--- config.mk ---
export PLATFORM = sky130hd
export DESIGN_NAME = fetch_queue
export DESIGN_NICKNAME = d
export VERILOG_FILES = /design/src/rtl/fetch_queue.sv
export SDC_FILE = /design/constraint.sdc
export NUM_CORES = 1
export LEC_CHECK = 0
export ABC_AREA = 1
export CAP_MARGIN = 30
export CORE_MARGIN = 8
export CORE_UTILIZATION = 60
export DETAILED_ROUTE_END_ITERATION = 8
export PLACE_DENSITY_LB_ADDON = 0.15
export SLEW_MARGIN = 20
export SYNTH_ARGS = -nofsm -noshare
export SYNTH_HDL_FRONTEND = slang
export SYNTH_SLANG_ARGS = --single-unit
--- constraint.sdc ---
create_clock -name Clock -period 14.6 [get_ports Clock]
set_input_delay 2.92 -clock Clock [delete_from_list [all_inputs] [get_ports Clock]]
set_output_delay 2.92 -clock Clock [all_outputs]
set_load 0.03 [all_outputs]
--- src/rtl/fetch_queue.sv ---
// Instruction fetch queue between the fetch and decode stages.
// Holds up to DEPTH {instruction, PC+4} pairs; every output is registered.
module fetch_queue #(
   parameter int DEPTH = 4,
   parameter int WIDTH = 32
) (
   input  logic                     Clock,
   input  logic                     Reset,
   input  logic [WIDTH-1:0]         InInstruction,
   input  logic [WIDTH-1:0]         InPCPlus4,
   input  logic                     InValid,
   output logic                     InReady,
   output logic [WIDTH-1:0]         OutInstruction,
   output logic [WIDTH-1:0]         OutPCPlus4,
   output logic                     OutValid,
   input  logic                     OutReady,
   input  logic                     Flush,
   output logic [$clog2(DEPTH):0]   Count
);

   localparam int PTR_W = $clog2(DEPTH);
   localparam int CNT_W = PTR_W + 1;
   localparam logic [CNT_W-1:0] DEPTH_C = CNT_W'(DEPTH);

   // Pointer advance; the power-of-two depth makes the wrap implicit.
   function automatic logic [PTR_W-1:0] ptr_inc(input logic [PTR_W-1:0] ptr);
      return ptr + PTR_W'(1);
   endfunction

   logic [WIDTH-1:0] instr_mem_r [DEPTH];
   logic [WIDTH-1:0] pc_mem_r    [DEPTH];
   logic [PTR_W-1:0] rd_ptr_r;
   logic [PTR_W-1:0] wr_ptr_r;
   logic [CNT_W-1:0] count_r;
   logic             in_ready_r;
   logic             out_valid_r;
   logic [WIDTH-1:0] out_instr_r;
   logic [WIDTH-1:0] out_pc_r;

   logic             push_s;
   logic             pop_s;
   logic [PTR_W-1:0] rd_ptr_nxt_s;
   logic [PTR_W-1:0] wr_ptr_nxt_s;
   logic [CNT_W-1:0] count_nxt_s;
   logic [WIDTH-1:0] head_instr_nxt_s;
   logic [WIDTH-1:0] head_pc_nxt_s;

   // Handshakes only look at registered flags, so OutReady never reaches InReady.
   assign push_s = InValid && in_ready_r && !Flush;
   assign pop_s  = out_valid_r && OutReady && !Flush;

   // Next pointers and occupancy; a flush overrides any concurrent push or pop.
   always_comb begin
      rd_ptr_nxt_s = rd_ptr_r;
      wr_ptr_nxt_s = wr_ptr_r;
      count_nxt_s  = count_r;
      if (Flush) begin
         rd_ptr_nxt_s = {PTR_W{1'b0}};
         wr_ptr_nxt_s = {PTR_W{1'b0}};
         count_nxt_s  = {CNT_W{1'b0}};
      end else begin
         if (push_s) begin
            wr_ptr_nxt_s = ptr_inc(wr_ptr_r);
         end else begin
            wr_ptr_nxt_s = wr_ptr_r;
         end
         if (pop_s) begin
            rd_ptr_nxt_s = ptr_inc(rd_ptr_r);
         end else begin
            rd_ptr_nxt_s = rd_ptr_r;
         end
         case ({push_s, pop_s})
            2'b10:   count_nxt_s = count_r + CNT_W'(1);
            2'b01:   count_nxt_s = count_r - CNT_W'(1);
            default: count_nxt_s = count_r;
         endcase
      end
   end

   // Head for the next cycle; the slot being written this edge is bypassed from the input.
   always_comb begin
      head_instr_nxt_s = {WIDTH{1'b0}};
      head_pc_nxt_s    = {WIDTH{1'b0}};
      if (count_nxt_s == {CNT_W{1'b0}}) begin
         head_instr_nxt_s = {WIDTH{1'b0}};
         head_pc_nxt_s    = {WIDTH{1'b0}};
      end else if (push_s && (wr_ptr_r == rd_ptr_nxt_s)) begin
         head_instr_nxt_s = InInstruction;
         head_pc_nxt_s    = InPCPlus4;
      end else begin
         head_instr_nxt_s = instr_mem_r[rd_ptr_nxt_s];
         head_pc_nxt_s    = pc_mem_r[rd_ptr_nxt_s];
      end
   end

   // Entry storage, cleared only by reset.
   always_ff @(posedge Clock or posedge Reset) begin
      if (Reset) begin
         for (int i = 0; i < DEPTH; i++) begin
            instr_mem_r[i] <= {WIDTH{1'b0}};
            pc_mem_r[i]    <= {WIDTH{1'b0}};
         end
      end else if (push_s) begin
         instr_mem_r[wr_ptr_r] <= InInstruction;
         pc_mem_r[wr_ptr_r]    <= InPCPlus4;
      end else begin
         instr_mem_r[wr_ptr_r] <= instr_mem_r[wr_ptr_r];
         pc_mem_r[wr_ptr_r]    <= pc_mem_r[wr_ptr_r];
      end
   end

   // Control state and registered outputs.
   always_ff @(posedge Clock or posedge Reset) begin
      if (Reset) begin
         rd_ptr_r    <= {PTR_W{1'b0}};
         wr_ptr_r    <= {PTR_W{1'b0}};
         count_r     <= {CNT_W{1'b0}};
         in_ready_r  <= 1'b1;
         out_valid_r <= 1'b0;
         out_instr_r <= {WIDTH{1'b0}};
         out_pc_r    <= {WIDTH{1'b0}};
      end else begin
         rd_ptr_r    <= rd_ptr_nxt_s;
         wr_ptr_r    <= wr_ptr_nxt_s;
         count_r     <= count_nxt_s;
         in_ready_r  <= (count_nxt_s < DEPTH_C);
         out_valid_r <= (count_nxt_s != {CNT_W{1'b0}});
         out_instr_r <= head_instr_nxt_s;
         out_pc_r    <= head_pc_nxt_s;
      end
   end

   assign InReady        = in_ready_r;
   assign OutValid       = out_valid_r;
   assign OutInstruction = out_instr_r;
   assign OutPCPlus4     = out_pc_r;
   assign Count          = count_r;

endmodule

### Yosys cells after proc, flatten, opt, wreduce, memory -nomap -nowiden

Cells that the tools add are included.

* bits in registers: 329
* input bits: 69
* logic and storage cells: 68

* add/subtract/negate cells: 4
* $lt $le $gt $ge: 4
* equal/unequal tests: 3
* mux-type cells: 30
* bitwise gates (word level): 2
* reductions and logical operators: 10

Operators with widths (number)
* $bwmux W128: 4
* $mux W32: 13
* $bmux W32 S2: 4
* $mux W128: 2
* $demux W32 S2: 1
* $mux W2: 4
* $ge A3 B3 Y1 const B: 2
* $logic_and A1 B1 Y1: 6
* $not A2 Y3: 2
* $pmux W3 S2: 1
* $add A2 B1 Y2 const B: 2
* $add A3 B1 Y3 const B: 1
* $logic_not A3 Y1: 1
* $lt A3 B1 Y1 const B: 1
* $lt A3 B3 Y1 const B: 1
* $mux W3: 1
* $reduce_bool A3 Y1: 1
* $sub A3 B1 Y3 const B: 1
* $eq A2 B1 Y1 const B: 1
* $eq A2 B2 Y1: 1
* $eq A2 B2 Y1 const B: 1
* $reduce_bool A2 Y1: 1
* $logic_not A1 Y1: 1

### Longest topological paths before layout

* depth after elaboration: 10
* depth in mapped cells: 15
* depth with buffers taken out: 12

### Least setup slack after synthesis

No wires, ideal clock.

* path kind: input-to-reg
* from: in Flush
* to: reg out_instr_r[10] (netlist: OutInstruction[10])
* library setup time: 0.117 ns
* data arrival time: 4.769 ns
* required time: 14.483 ns
* path slack: 9.714 ns
* stages on the path: 12
* buffers on the path: 3
* path through: inv_2 nand3_1 clkbuf_1 ha_1 fa_1 mux2_2 nand2_1 nand3_1 buf_2 buf_2 nand2_1 nor2_1

* cells in the longest elaborated chain, start to end: 10
* elaborated cells on any way between the ends: 18

RTL lines
* start, declared: RTL line 17 `input logic Flush,`
* $logic_not A1 Y1: RTL line 49, 50
* $logic_and A1 B1 Y1: RTL line 50 `assign pop_s = out_valid_r && OutReady && !Flush;`
* $mux W2: RTL line 67 `if (pop_s) begin`
* $mux W2: RTL line 57 `if (Flush) begin`
* $not A2 Y3 (not written as such): RTL line 91 `head_instr_nxt_s = instr_mem_r[rd_ptr_nxt_s];`
* $bmux W32 S2: RTL line 91
* $mux W32 (not written as such) (2 in series): RTL line 91
* $mux W32: RTL line 87 `end else if (push_s && (wr_ptr_r == rd_ptr_nxt_s)) begin`
* $mux W32 *: RTL line 84 `if (count_nxt_s == {CNT_W{1'b0}}) begin`
* via head_instr_nxt_s[10]: RTL line 45 `logic [WIDTH-1:0] head_instr_nxt_s;`
* end signal, assigned: RTL line 120 `out_instr_r <= {WIDTH{1'b0}};`
* end signal, assigned: RTL line 128 `out_instr_r <= head_instr_nxt_s;`
* end, declared: RTL line 37 `logic [WIDTH-1:0] out_instr_r;`

The timed path passes the listed nets; every way through them passes the cells marked *. The select of a mux whose other input is x is not followed.
A chain may end at the register's enable or synchronous reset.

### Worst setup path in the final report

* from: in Flush
* to: reg out_instr_r[29] (netlist: OutInstruction[29])

The elaborated chain is that of the path after synthesis.

==> flow_summary.ini <==
[outcome]
outcome = complete, no violations

[drt]
drtAntennaViolNets = 0
drt_iter0_drc = 2315
drt-met1-wl_mm = 21.49
drc = 0
wl_met2_mm = 24.74
routed_wl_mm = 53.04
met3_length_mm = 5.168
highest_layer = met5
dr_total_vias = 17900
first_pass_iters = 6
viasPerCell = 6.127
wl_per_cell_microns = 18.15

[sta]
setup-tns-final_ns = 0
finalClockSkew_ns = 0.02217
min_period_over_period_pct = 47.60
tightest_slew_ns = 1.085
fin_crit_ns = 6.950
finalMaxSlewViolations = 0
max_freq_mhz = 143.9
rsz0062_at_grt = no
whs_ns = 0.5197
hold_viol = 0
setup_viol_count_final = 0
maxSlewHeadroom_pct = 27.65

[floorplan]
die_area_sq_um = 36650
start_util_pct = 60.68
core_area_sq_um = 30430
chipWidth_microns = 191.4
io_pins = 138
row_count = 64
die_h_microns = 191.4

[cells_and_area]
nets = 2581
antennaDiodeCount = 0
drive_above_1_share_pct = 3.682
utilization_pct = 68.22
final_cell_area_sq_um = 20760
syn2layout_area_growth_pct = 12.43
nFillCells = 2579

[yosys]
syn_area_sq_um = 18470
ys_ff_latch = 329
yosys_warnings = 0
postSynthAreaPerCell_sq_um = 7.339
synthCells = 2516
synth_cell_types = 26
synth_top_cell_area_share_pct = 44.45
yosysSeqAreaShare_pct = 44.59
yosys.area.top_type = dfrtp_1
synth_nets = 2591
synth_area_leaders = dfrtp_1, nand3_1, o21ai_0

[place]
gp_congestion = 0.8187
dpl.hpwl_mm = 28.67
io_buffers = 137
place_area_sq_um = 19660

[min_path]
hold_class = reg2reg

[clock_tree]
cts_buffers = 37
htree_num_levels = 2
holdBufCountCts = 0
clkSlewWorstSetupHoldPaths_ns = 0.06
postCtsSetupBuffers = 0
cts.path.max_buffers = 3
insertion_delay_ns = 0.53
clock-root-buffer = clkbuf_16
cts.repair.resized = 0
cts_tree = done
cts.sinks = 329

[critical_path]
critPathRequiredTime_ns = 15.04
critPathArrivalTime_ns = 7.39
cp_max_fo = 67
crit_path_end_kind = flop
startpoint_type = input port
worstSetupPathType = in2reg

[global_route]
grt_pass1_vias = 17350
grt_usage_pct = 28.47
grt_max_degree = 158
gr-total-overflow = 0
grt_pass1_wl_mm = 86.57
grt_antenna_before_repair = 1

[power]
power_density_nw_per_um2 = 172.0
p_total_mw = 3.572
peakVddDrop_uv = 91.66
p_leak_nw = 9.801

[run]
max-cap-violations = 0
## registers in the layout (all words and copies together) (netlist names)
signal	cells
Count	3
InReady	1
OutInstruction	32
OutPCPlus4	32
OutValid	1
instr_mem_r	128
pc_mem_r	128
rd_ptr_r	2
wr_ptr_r	2
## final cells by class
cell class	count	area, sq um	share of cell area, %
Sequential cell	329	8238	39.68
Multi-Input combinational cell	1645	8098	39.01
Timing Repair Buffer	159	1562	7.522
Inverter	334	1266	6.099
Clock buffer	54	1072	5.165
Tap cell	396	495.5	2.387
Clock inverter	5	28.78	0.1386
## cells by family after synthesis
group                      after synthesis  synth area share [%]
adders and majority gates                6                0.4472
buffers and inverters                  542                 12.08
DFF                                    329                 44.59
AOI/OAI and AO/OA                      450                 13.06
and+or+nand+nor                       1187                 29.71
xor gates and xnor gates                 1               0.04744
muxes                                    1               0.06098
## final timing paths
path	from	end	slack (ns)	cells past startpoint
worst max-delay path	Flush	OutInstruction[29]	7.65	11
worst min-delay path	instr_mem_r[26]	instr_mem_r[26]	0.52	2
worst max register to register	OutValid	OutPCPlus4[30]	10.58	10
worst min register to register	instr_mem_r[26]	instr_mem_r[26]	0.52	2
max in group asynchronous	Reset	pc_mem_r[83]	10.28	3
min in group asynchronous	Reset	pc_mem_r[10]	2.92	2
## synth_stat cells (all sizes together)
| master | number |
|---|---|
| nor2 | 133 |
| mux2 | 1 |
| clkbuf | 65 |
| xnor2 | 1 |
| o211ai | 64 |
| ha | 5 |
| buf | 143 |
| clkinv | 1 |
| dfstp | 1 |
| nand4 | 132 |
| a21oi | 64 |
| o21ai | 322 |
| fa | 1 |
| nand3 | 520 |
| dfrtp | 328 |
| nand2 | 402 |
| inv | 333 |
## layer usage
layer  GRT usage, %  up-vias
met4          11.43        2
met3          4.889      143
met2          45.98      941
li1               -     8357
met5              0        -
met1          37.74     8460
## placed cells by master (no fill, tap or decap), types with 20 or more instances in the layout
cell type / n
nand3_1: 514
buf_4: 20
o211ai_1: 64
dfrtp_1: 327
inv_1: 329
clkdlybuf4s50_1: 137
nand2_1: 399
clkbuf_16: 39
a21oi_1: 64
nor2_1: 131
o21ai_0: 307
nand4_1: 132
## critical path, stage by stage
cell and delay [ns]:
clkdlybuf4s50_1 0.46, inv_4 0.62, nand3_4 0.37, buf_4 0.52, inv_2 0.14, buf_4 0.80, nand3_2 0.24, nor2_8 0.45
buf_4 0.59, nor2_1 0.10, nor2_1 0.14
## power breakdown
| group | leakage, nW | switching [mW] | internal [mW] |
|---|---|---|---|
| Combinational | 5.23 | 0.859 | 0.433 |
| Sequential | 4.03 | 0.140 | 1.27 |
| Clock | 0.543 | 0.367 | 0.505 |
## stage by stage
stage                     cells  setup WS (ns)
final                      2922          7.650
after global routing       2922          7.470
after CTS                  2922          7.766
after detailed placement   2863          7.243
after global placement     2862          7.343
after floorplan            2516          2.570
Note: power is estimated with default switching activity, not from simulation.
